<file path="src/rtl/fix_order_encoder.sv">
// rtl/fix_order_encoder.sv - FIX 4.2 order serializer with hardware BodyLength and CheckSum
//
// Accepts one order request (35=D new, 35=G cancel/replace, 35=F cancel).
// Streams the complete tag=value message one byte per beat on a valid/ready byte interface.
// Tag 9 (BodyLength) and tag 10 (CheckSum) are generated while the message streams.
//
// Optional feature macro: FIX_ENC_SEQNUM_EN.
//   When defined, a 6-digit BCD MsgSeqNum field "34=NNNNNN"SOH is inserted right after tag 35.
//
// Parameters:
//   SOH_CHAR        field delimiter byte (8'h01; 8'h7C gives readable debug logs)
//
// Ports:
//   clk, rst        clock; asynchronous active-high reset
//   req_valid/ready request handshake; req_ready is high only while idle
//   req_type        01=D, 10=G, 11=F, 00=illegal (dropped, req_err pulses)
//   cl_ord_id       tag 11, 4 ASCII bytes
//   orig_cl_ord_id  tag 41, 4 ASCII bytes (G/F only)
//   symbol          tag 55, 6 ASCII bytes
//   side            tag 54, 1 ASCII byte
//   price           tag 44, 8 ASCII bytes (D/G only)
//   quantity        tag 38, 8 ASCII bytes (D/G only)
//   tx_data/valid   serialized byte stream, MSB byte of each field first
//   tx_ready        downstream accepts the byte
//   tx_sop/tx_eop   first byte ('8') / last byte (final SOH) of a message
//   req_err         one-cycle pulse after an illegal request is dropped
module fix_order_encoder #(
   parameter logic [7:0] SOH_CHAR = 8'h01
) (
   input  logic        clk,
   input  logic        rst,
   input  logic        req_valid,
   output logic        req_ready,
   input  logic [1:0]  req_type,
   input  logic [31:0] cl_ord_id,
   input  logic [31:0] orig_cl_ord_id,
   input  logic [47:0] symbol,
   input  logic [7:0]  side,
   input  logic [63:0] price,
   input  logic [63:0] quantity,
   output logic [7:0]  tx_data,
   output logic        tx_valid,
   input  logic        tx_ready,
   output logic        tx_sop,
   output logic        tx_eop,
   output logic        req_err
);

   typedef enum logic [2:0] {
      S_IDLE,
      S_HDR,
      S_BLEN,
      S_BODY,
      S_CKSUM
   } state_t;

   localparam logic [1:0] TYPE_D = 2'b01;
   localparam logic [1:0] TYPE_G = 2'b10;

   // Body field order; the field counter walks upward and skips absent fields.
   localparam logic [2:0] FLD_35 = 3'd0;
   localparam logic [2:0] FLD_34 = 3'd1;
   localparam logic [2:0] FLD_11 = 3'd2;
   localparam logic [2:0] FLD_41 = 3'd3;
   localparam logic [2:0] FLD_55 = 3'd4;
   localparam logic [2:0] FLD_54 = 3'd5;
   localparam logic [2:0] FLD_44 = 3'd6;
   localparam logic [2:0] FLD_38 = 3'd7;

   localparam logic [79:0] HDR_STR = {"8=FIX.4.2", SOH_CHAR};

`ifdef FIX_ENC_SEQNUM_EN
   localparam bit          SEQ_EN = 1'b1;
   localparam logic [15:0] BLEN_D = "62";
   localparam logic [15:0] BLEN_G = "70";
   localparam logic [15:0] BLEN_F = "46";
`else
   localparam bit          SEQ_EN = 1'b0;
   localparam logic [15:0] BLEN_D = "52";
   localparam logic [15:0] BLEN_G = "60";
   localparam logic [15:0] BLEN_F = "36";
`endif

   state_t      state_q, state_d;
   logic [3:0]  cnt_q, cnt_d;
   logic [2:0]  fld_q, fld_d;
   logic        ready_q;
   logic [1:0]  typ_q;
   logic [31:0] id_q, orig_q;
   logic [47:0] sym_q;
   logic [7:0]  side_q;
   logic [63:0] px_q, qty_q;
   logic [15:0] blen_q;
   logic [7:0]  sum_q, sum_fin;
   logic [23:0] ck_q;
   logic        accept, beat;
   logic [7:0]  tag_hi, tag_lo, type_char;
   logic [3:0]  vlen, vidx, hsh;
   logic [2:0]  vsh;
   logic [63:0] fval;
   logic        nxt_found, fld_last;
   logic [2:0]  nxt_fld;
`ifdef FIX_ENC_SEQNUM_EN
   logic [23:0] seq_q;
`endif

   function automatic logic fld_present(input logic [2:0] f, input logic [1:0] t);
      logic p;
      p = 1'b1;
      if (f == FLD_34)
         p = SEQ_EN;
      else if (f == FLD_41)
         p = (t != TYPE_D);
      else if (f == FLD_44 || f == FLD_38)
         p = (t == TYPE_D || t == TYPE_G);
      return p;
   endfunction

   // Binary 0..255 to three ASCII digits by compare/subtract; no divider.
   function automatic logic [23:0] to_ascii3(input logic [7:0] s);
      logic [7:0] r, sub;
      logic [3:0] h, t;
      if (s >= 8'd200) begin
         h = 4'd2;
         r = s - 8'd200;
      end else if (s >= 8'd100) begin
         h = 4'd1;
         r = s - 8'd100;
      end else begin
         h = 4'd0;
         r = s;
      end
      t   = 4'd0;
      sub = 8'd0;
      for (int i = 9; i >= 1; i--) begin
         if (t == 4'd0 && r >= 8'(i * 10)) begin
            t   = 4'(i);
            sub = 8'(i * 10);
         end
      end
      return {4'h3, h, 4'h3, t, 4'h3, 4'(r - sub)};
   endfunction

`ifdef FIX_ENC_SEQNUM_EN
   function automatic logic [23:0] bcd_inc(input logic [23:0] v);
      logic [23:0] o;
      logic        c;
      logic [3:0]  d;
      o = v;
      c = 1'b1;
      for (int i = 0; i < 6; i++) begin
         d = v[i*4 +: 4];
         if (c) begin
            if (d == 4'd9) begin
               d = 4'd0;
            end else begin
               d = d + 4'd1;
               c = 1'b0;
            end
         end
         o[i*4 +: 4] = d;
      end
      return o;
   endfunction
`endif

   assign accept    = req_valid && req_ready;
   assign beat      = (state_q != S_IDLE) && tx_ready;
   assign req_ready = ready_q && (state_q == S_IDLE);
   assign sum_fin   = sum_q + tx_data;

   // Tag characters, value length and right-aligned value of the current body field.
   always_comb begin
      type_char = "F";
      tag_hi    = "3";
      tag_lo    = "5";
      vlen      = 4'd1;
      fval      = '0;
      if (typ_q == TYPE_D)
         type_char = "D";
      else if (typ_q == TYPE_G)
         type_char = "G";
      case (fld_q)
         FLD_35: fval = {56'd0, type_char};
`ifdef FIX_ENC_SEQNUM_EN
         FLD_34: begin
            tag_lo = "4";
            vlen   = 4'd6;
            fval   = {16'd0, 4'h3, seq_q[23:20], 4'h3, seq_q[19:16], 4'h3, seq_q[15:12],
                      4'h3, seq_q[11:8], 4'h3, seq_q[7:4], 4'h3, seq_q[3:0]};
         end
`endif
         FLD_11: begin tag_hi = "1"; tag_lo = "1"; vlen = 4'd4; fval = {32'd0, id_q};   end
         FLD_41: begin tag_hi = "4"; tag_lo = "1"; vlen = 4'd4; fval = {32'd0, orig_q}; end
         FLD_55: begin tag_hi = "5"; tag_lo = "5"; vlen = 4'd6; fval = {16'd0, sym_q};  end
         FLD_54: begin tag_hi = "5"; tag_lo = "4"; vlen = 4'd1; fval = {56'd0, side_q}; end
         FLD_44: begin tag_hi = "4"; tag_lo = "4"; vlen = 4'd8; fval = px_q;            end
         FLD_38: begin tag_hi = "3"; tag_lo = "8"; vlen = 4'd8; fval = qty_q;           end
         default: ;
      endcase
   end

   // Lowest present field above the current one; none means the body is done.
   always_comb begin
      nxt_found = 1'b0;
      nxt_fld   = fld_q;
      for (int i = 7; i >= 1; i--) begin
         if (3'(i) > fld_q && fld_present(3'(i), typ_q)) begin
            nxt_found = 1'b1;
            nxt_fld   = 3'(i);
         end
      end
   end

   // Body field layout: tag(2) '=' value(vlen) SOH.
   assign fld_last = (cnt_q == vlen + 4'd3);
   assign vidx     = cnt_q - 4'd3;
   assign vsh      = 3'(vlen - 4'd1 - vidx);
   assign hsh      = 4'd9 - cnt_q;

   always_comb begin
      state_d  = state_q;
      cnt_d    = cnt_q;
      fld_d    = fld_q;
      tx_valid = 1'b0;
      tx_data  = 8'h00;
      tx_sop   = 1'b0;
      tx_eop   = 1'b0;
      case (state_q)
         S_IDLE: begin
            if (accept && req_type != 2'b00) begin
               state_d = S_HDR;
               cnt_d   = 4'd0;
            end
         end
         S_HDR: begin
            tx_valid = 1'b1;
            tx_data  = HDR_STR[{hsh, 3'b000} +: 8];
            tx_sop   = (cnt_q == 4'd0);
            if (beat) begin
               if (cnt_q == 4'd9) begin
                  state_d = S_BLEN;
                  cnt_d   = 4'd0;
               end else begin
                  cnt_d = cnt_q + 4'd1;
               end
            end
         end
         S_BLEN: begin
            tx_valid = 1'b1;
            case (cnt_q)
               4'd0:    tx_data = "9";
               4'd1:    tx_data = "=";
               4'd2:    tx_data = blen_q[15:8];
               4'd3:    tx_data = blen_q[7:0];
               default: tx_data = SOH_CHAR;
            endcase
            if (beat) begin
               if (cnt_q == 4'd4) begin
                  state_d = S_BODY;
                  cnt_d   = 4'd0;
                  fld_d   = FLD_35;
               end else begin
                  cnt_d = cnt_q + 4'd1;
               end
            end
         end
         S_BODY: begin
            tx_valid = 1'b1;
            if (cnt_q == 4'd0)
               tx_data = tag_hi;
            else if (cnt_q == 4'd1)
               tx_data = tag_lo;
            else if (cnt_q == 4'd2)
               tx_data = "=";
            else if (fld_last)
               tx_data = SOH_CHAR;
            else
               tx_data = fval[{vsh, 3'b000} +: 8];
            if (beat) begin
               if (fld_last) begin
                  cnt_d = 4'd0;
                  if (nxt_found)
                     fld_d = nxt_fld;
                  else
                     state_d = S_CKSUM;
               end else begin
                  cnt_d = cnt_q + 4'd1;
               end
            end
         end
         S_CKSUM: begin
            tx_valid = 1'b1;
            tx_eop   = (cnt_q == 4'd6);
            case (cnt_q)
               4'd0:    tx_data = "1";
               4'd1:    tx_data = "0";
               4'd2:    tx_data = "=";
               4'd3:    tx_data = ck_q[23:16];
               4'd4:    tx_data = ck_q[15:8];
               4'd5:    tx_data = ck_q[7:0];
               default: tx_data = SOH_CHAR;
            endcase
            if (beat) begin
               if (cnt_q == 4'd6) begin
                  state_d = S_IDLE;
                  cnt_d   = 4'd0;
               end else begin
                  cnt_d = cnt_q + 4'd1;
               end
            end
         end
         default: state_d = S_IDLE;
      endcase
   end

   always_ff @(posedge clk or posedge rst) begin
      if (rst) begin
         state_q <= S_IDLE;
         cnt_q   <= 4'd0;
         fld_q   <= FLD_35;
      end else begin
         state_q <= state_d;
         cnt_q   <= cnt_d;
         fld_q   <= fld_d;
      end
   end

   always_ff @(posedge clk or posedge rst) begin
      if (rst) begin
         ready_q <= 1'b0;
         req_err <= 1'b0;
         typ_q   <= 2'b00;
         id_q    <= '0;
         orig_q  <= '0;
         sym_q   <= '0;
         side_q  <= '0;
         px_q    <= '0;
         qty_q   <= '0;
         blen_q  <= '0;
         sum_q   <= '0;
         ck_q    <= '0;
      end else begin
         ready_q <= 1'b1;
         req_err <= accept && (req_type == 2'b00);
         if (accept) begin
            typ_q  <= req_type;
            id_q   <= cl_ord_id;
            orig_q <= orig_cl_ord_id;
            sym_q  <= symbol;
            side_q <= side;
            px_q   <= price;
            qty_q  <= quantity;
            sum_q  <= 8'd0;
            if (req_type == TYPE_D)
               blen_q <= BLEN_D;
            else if (req_type == TYPE_G)
               blen_q <= BLEN_G;
            else
               blen_q <= BLEN_F;
         end else if (beat && state_q != S_CKSUM) begin
            sum_q <= sum_fin;
         end
         // The final body SOH is included by converting the sum as it stands after this beat.
         if (state_q == S_BODY && state_d == S_CKSUM)
            ck_q <= to_ascii3(sum_fin);
      end
   end

`ifdef FIX_ENC_SEQNUM_EN
   always_ff @(posedge clk or posedge rst) begin
      if (rst)
         seq_q <= 24'h000001;
      else if (state_q == S_CKSUM && beat && cnt_q == 4'd6)
         seq_q <= bcd_inc(seq_q);
   end
`endif

endmodule

</file>
<file path="config.mk">
export PLATFORM = sky130hd
export DESIGN_NAME = fix_order_encoder
export DESIGN_NICKNAME = d
export VERILOG_FILES = /design/src/rtl/fix_order_encoder.sv
export SDC_FILE = /design/constraint.sdc
export NUM_CORES = 1
export LEC_CHECK = 0
export CELL_PAD_IN_SITES_DETAIL_PLACEMENT = 2
export CELL_PAD_IN_SITES_GLOBAL_PLACEMENT = 2
export CORE_MARGIN = 5
export CORE_UTILIZATION = 35
export CTS_BUF_LIST = sky130_fd_sc_hd__clkbuf_4
export DETAILED_ROUTE_END_ITERATION = 8
export PLACE_DENSITY = 0.92
export SYNTH_ARGS = -nofsm -noshare
export SYNTH_HDL_FRONTEND = slang
export SYNTH_SLANG_ARGS = --single-unit
</file>
<file path="constraint.sdc">
create_clock -name clk -period 23.2 [get_ports clk]
set_clock_uncertainty 0.1 [all_clocks]
set_input_delay 5.8 -clock clk [delete_from_list [all_inputs] [get_ports clk]]
set_output_delay 5.8 -clock clk [all_outputs]
set_load 0.05 [all_outputs]
</file>
==> reports/summary.txt <==
Worst stage delay on the critical path = 0.72 ns
DIE HEIGHT = 218 um
Number of clock sinks = 286
Worst setup path class = reg2out
Final clock period utilization by the worst path = 52.3%
Routability-driven placement congestion ratio = 0.861
DRT antenna net count = 0
Final sum of negative setup slack = 0 ns
Via count of the first global-routing pass = 16.8k
Number of filler cells placed in the layout = 4,843
Number of buffers inserted by hold repair at cts = 0
Wire length of the first global-routing pass = 100,000 um
HPWL after detailed placement = 46,500 um
Buf/Inv on CP = 3
Met1 wire length = 26,300 um
DRT iter0 DRCs = 896
Fraction of registers with async set/reset = 100%
Post-synth design cell area = 15,200 sq um
Number of placed instances, taps included = 2,586
Net count reported at finish = 2,370
TritonCTS clock tree = yes
Maximum operating frequency = 0.0824 GHz
Deepest level of the CTS H-tree = 3
Initial antenna violation count = 2
Run status = finished, final reports clean
Min Clock Period, post-route = 12.13 ns
Maximum fanout along the worst path = 35
Net Count, Synth = 2,126
Worst slew margin = 27.1%
Transition time of the tightest slew-check pin = 1.09 ns
CTS Buf Count = 82
Total overflow reported by the global router = 0
Combinational family with the most area after synthesis = simple AND/OR/NAND/NOR gates
Die Footprint = 47,700 sq um
Worst hold start = blen_q[12]$_DFFE_PP0P_
Number of warnings reported in the yosys synthesis log = 0
Area of combinational cells with multiple inputs = 7460 sq um
Launching element type of the critical path = flop
Family of cells with the greatest summed delay on the critical path = compound AO/OA/AOI/OAI gates
Number of enable-type register cells in the synthesized netlist = 0
CP arrival = 6.23 ns
Leakage Power = 9.09 nW
Top routing layer in use = met4
Hold WC Path Type = reg2reg
Number of placement rows = 76
Worst Setup End Kind = output port
Startpoint of the worst register-to-register path = fld_q[2]$_DFFE_PP0P_
Most common cell in the synthesized netlist = sky130_fd_sc_hd__nand2_1
Pwr dens = 171 nW/um^2
XOR/XNOR Fraction of Synth Area = 1.21%
Setup violations, final = 0
Worst setup slack after layout = 11.07 ns
RSZ-0062 raised after global routing = false
Critical-path cell list = nand2_1, nor2_1, inv_1, ha_1, nand2_1, ha_1, inv_1, ha_1, xnor3_1, xnor2_2, o21ai_0, o211ai_1, o21ai_0, nand2_1, o21ai_0, a21boi_0, nor2_1, a31oi_1, o22ai_1, a211o_1, clkdlybuf4s50_1
Fin. Hold Viols = 0
Biggest area consumer among synthesized cells = sky130_fd_sc_hd__dfrtp_1
Share of the synthesized area in the top cell type = 47.1%
Clock Pin Slew Worst Setup and Hold Paths = 0.07 ns
Most frequent cells after synthesis = 813 x sky130_fd_sc_hd__nand2_1, 286 x sky130_fd_sc_hd__dfrtp_1, 100 x sky130_fd_sc_hd__clkbuf_1, 81 x sky130_fd_sc_hd__o21ai_0, 60 x sky130_fd_sc_hd__a21oi_1
Chip width = 218 um
WP data required = 17.30 ns
Prevailing post-synth register cell = sky130_fd_sc_hd__dfrtp_1
Number of placed I/O pins = 267
PostCTS Resize Cnt = 0
Launch point of the critical path = fld_q[2]$_DFFE_PP0P_
Fin cells = 2,733
Routed len/inst = 23.9 um
Clock tree root buffer cell = sky130_fd_sc_hd__clkbuf_4
Layout cells sized above 1 = 9.28%
Effective utilization at floorplan = 35.4%
Highest ir drop seen on vdd = 0.174 mV
Post-synthesis sequential element count = 286
# Post-CTS Setup Buffers = 0
Number of distinct library cells after synthesis = 81
Compound-cell area share of the yosys netlist = 13.6%
Number of detailed-routing iterations run before antenna repair = 7
Pin count of the biggest net entering global routing = 182
Vias = 14.8k
Area Overhead vs Synth = 27.1%
WHS = 0.378 ns
Storage cell area = 7170 sq um
Latest clock arrival within the worst-skew pair = 0.78 ns
Final wirelength = 65,200 um
Arithmetic-cell share of the synthesized area counting full adders, half adders and majority gates = 2.65%
Post-synthesis mux area share = 6.45%
Number of cells produced by synthesis = 1,841
Buffers on Ports = 266
Area inside the core boundary = 43,000 sq um
Amount of wire on met3 after detailed routing = 3030 um
Post-synthesis sequential area ratio = 47.1%
Routed via count divided by cell count = 5.41
Per-instance average area after synthesis = 8.25 sq um
Simple-gate area share of the yosys netlist = 25.0%
Global-route total usage across every layer = 27.0%
Cells taking the most area after synthesis = sky130_fd_sc_hd__dfrtp_1 47%, sky130_fd_sc_hd__nand2_1 20%, sky130_fd_sc_hd__mux2i_1 3.8%
Met2 routed wirelength = 33,500 um
Number of pins with negative max-slew slack in the final report = 0
Post-route DRC = 0
Reported max-cap violation count = 0
Max Root-Sink Buffers = 3
Slowest cell on crit path = sky130_fd_sc_hd__clkdlybuf4s50_1
Setup Slack @ Placement = 11.95 ns
==> registers in the layout (all words and copies together) (netlist names), 4 cells and up <==
| signal | count |
|---|---|
| blen_q | 5 |
| ck_q | 11 |
| cnt_q | 4 |
| id_q | 32 |
| orig_q | 32 |
| px_q | 64 |
| qty_q | 64 |
| side_q | 8 |
| sum_q | 8 |
| sym_q | 48 |
==> per-stage QoR <==
stage | area [sq um] | power [mW] | util [%]
6_report | 19300 | 3.30 | 45.0
5_1_grt | 19300 | 3.55 | 44.9
4_1_cts | 19300 | 3.33 | 44.9
3_5_place_dp | 18300 | 2.80 | 42.5
3_3_place_gp | 18300 | 2.69 | 42.5
2_1_floorplan | 15200 | 2.17 | -
==> cells in the final DEF (no fill, tap or decap), drive strengths merged, types with 4 or more instances in the layout <==
| cell | instances |
|---|---|
| o21ai | 83 |
| nand2b | 5 |
| nor3 | 9 |
| and2 | 6 |
| nand3 | 28 |
| o22ai | 22 |
| mux2i | 57 |
| nor2b | 13 |
| a211oi | 10 |
| mux2 | 28 |
| xnor2 | 8 |
| ha | 29 |
| buf | 17 |
| o211ai | 13 |
| a221o | 4 |
| mux4 | 4 |
| nand2 | 814 |
| a211o | 7 |
| clkdlybuf4s50 | 266 |
| a21o | 6 |
| o2111ai | 5 |
| inv | 31 |
| o21bai | 6 |
| clkinv | 21 |
| clkbuf | 119 |
| a21oi | 60 |
| nor2 | 55 |
| a31oi | 8 |
| a32oi | 6 |
| o31ai | 7 |
| xor2 | 6 |
| a22oi | 22 |
| a21boi | 4 |
| dfrtp | 286 |
| a221oi | 17 |
| and3 | 9 |
==> cell families after synthesis <==
group,Yosys count
and+or+nand+nor,958
AOI/OAI and AO/OA,308
DFF,286
buffers and inverters,152
muxes,89
adders and majority gates,31
xor gates and xnor gates,16
other,1
==> routing by layer <==
metal	global-route usage, %	vias up
met1	32.7	7584
li1	-	6664
met4	10.7	0
met5	0	-
met3	4.85	121
met2	47.8	415
==> worst register-to-register path: cells and delay by family (launching register included) <==
| kind | cells | cell delay [ns] |
|---|---|---|
| xor+xnor | 1 | 0.52 |
| buf+inv | 3 | 0.45 |
| flops | 1 | 0.71 |
| compound gates | 15 | 4.15 |
| simple gates | 7 | 1.65 |
| mux | 1 | 0.09 |
| fa+ha+maj | 8 | 2.99 |
==> path summary, 6_finish.rpt <==
| path | end | slack (ns) | depth (start not counted) |
|---|---|---|---|
| max | tx_data[3] | 11.07 | 21 |
| min | blen_q[12]$_DFFE_PP0P_ | 0.38 | 1 |
| max reg2reg | ck_q[3]$_DFFE_PP0P_ | 12.43 | 35 |
| min reg2reg | blen_q[12]$_DFFE_PP0P_ | 0.38 | 1 |
| max in group asynchronous | fld_q[0]$_DFFE_PP0P_ | 15.84 | 3 |
| min in group asynchronous | orig_q[10]$_DFFE_PP0P_ | 5.54 | 2 |
==> report_power, final <==
| group | internal, mW | switching [mW] | total, mW |
|---|---|---|---|
| logic | 0.683 | 1.21 | 1.89 |
| clock network | 0.247 | 0.235 | 0.481 |
| registers | 0.739 | 0.190 | 0.929 |
==> area by class of cell <==
cell class	instances	share of cell area, %
antenna	3	0.0389
clock buffer	119	4.62
clock inverter	25	0.693
inverter	29	0.602
multi-input combinational	1403	38.6
sequential	286	37.1
tap	585	3.79
timing repair buffer	283	14.6
Note: power is estimated with default switching activity, not from simulation.
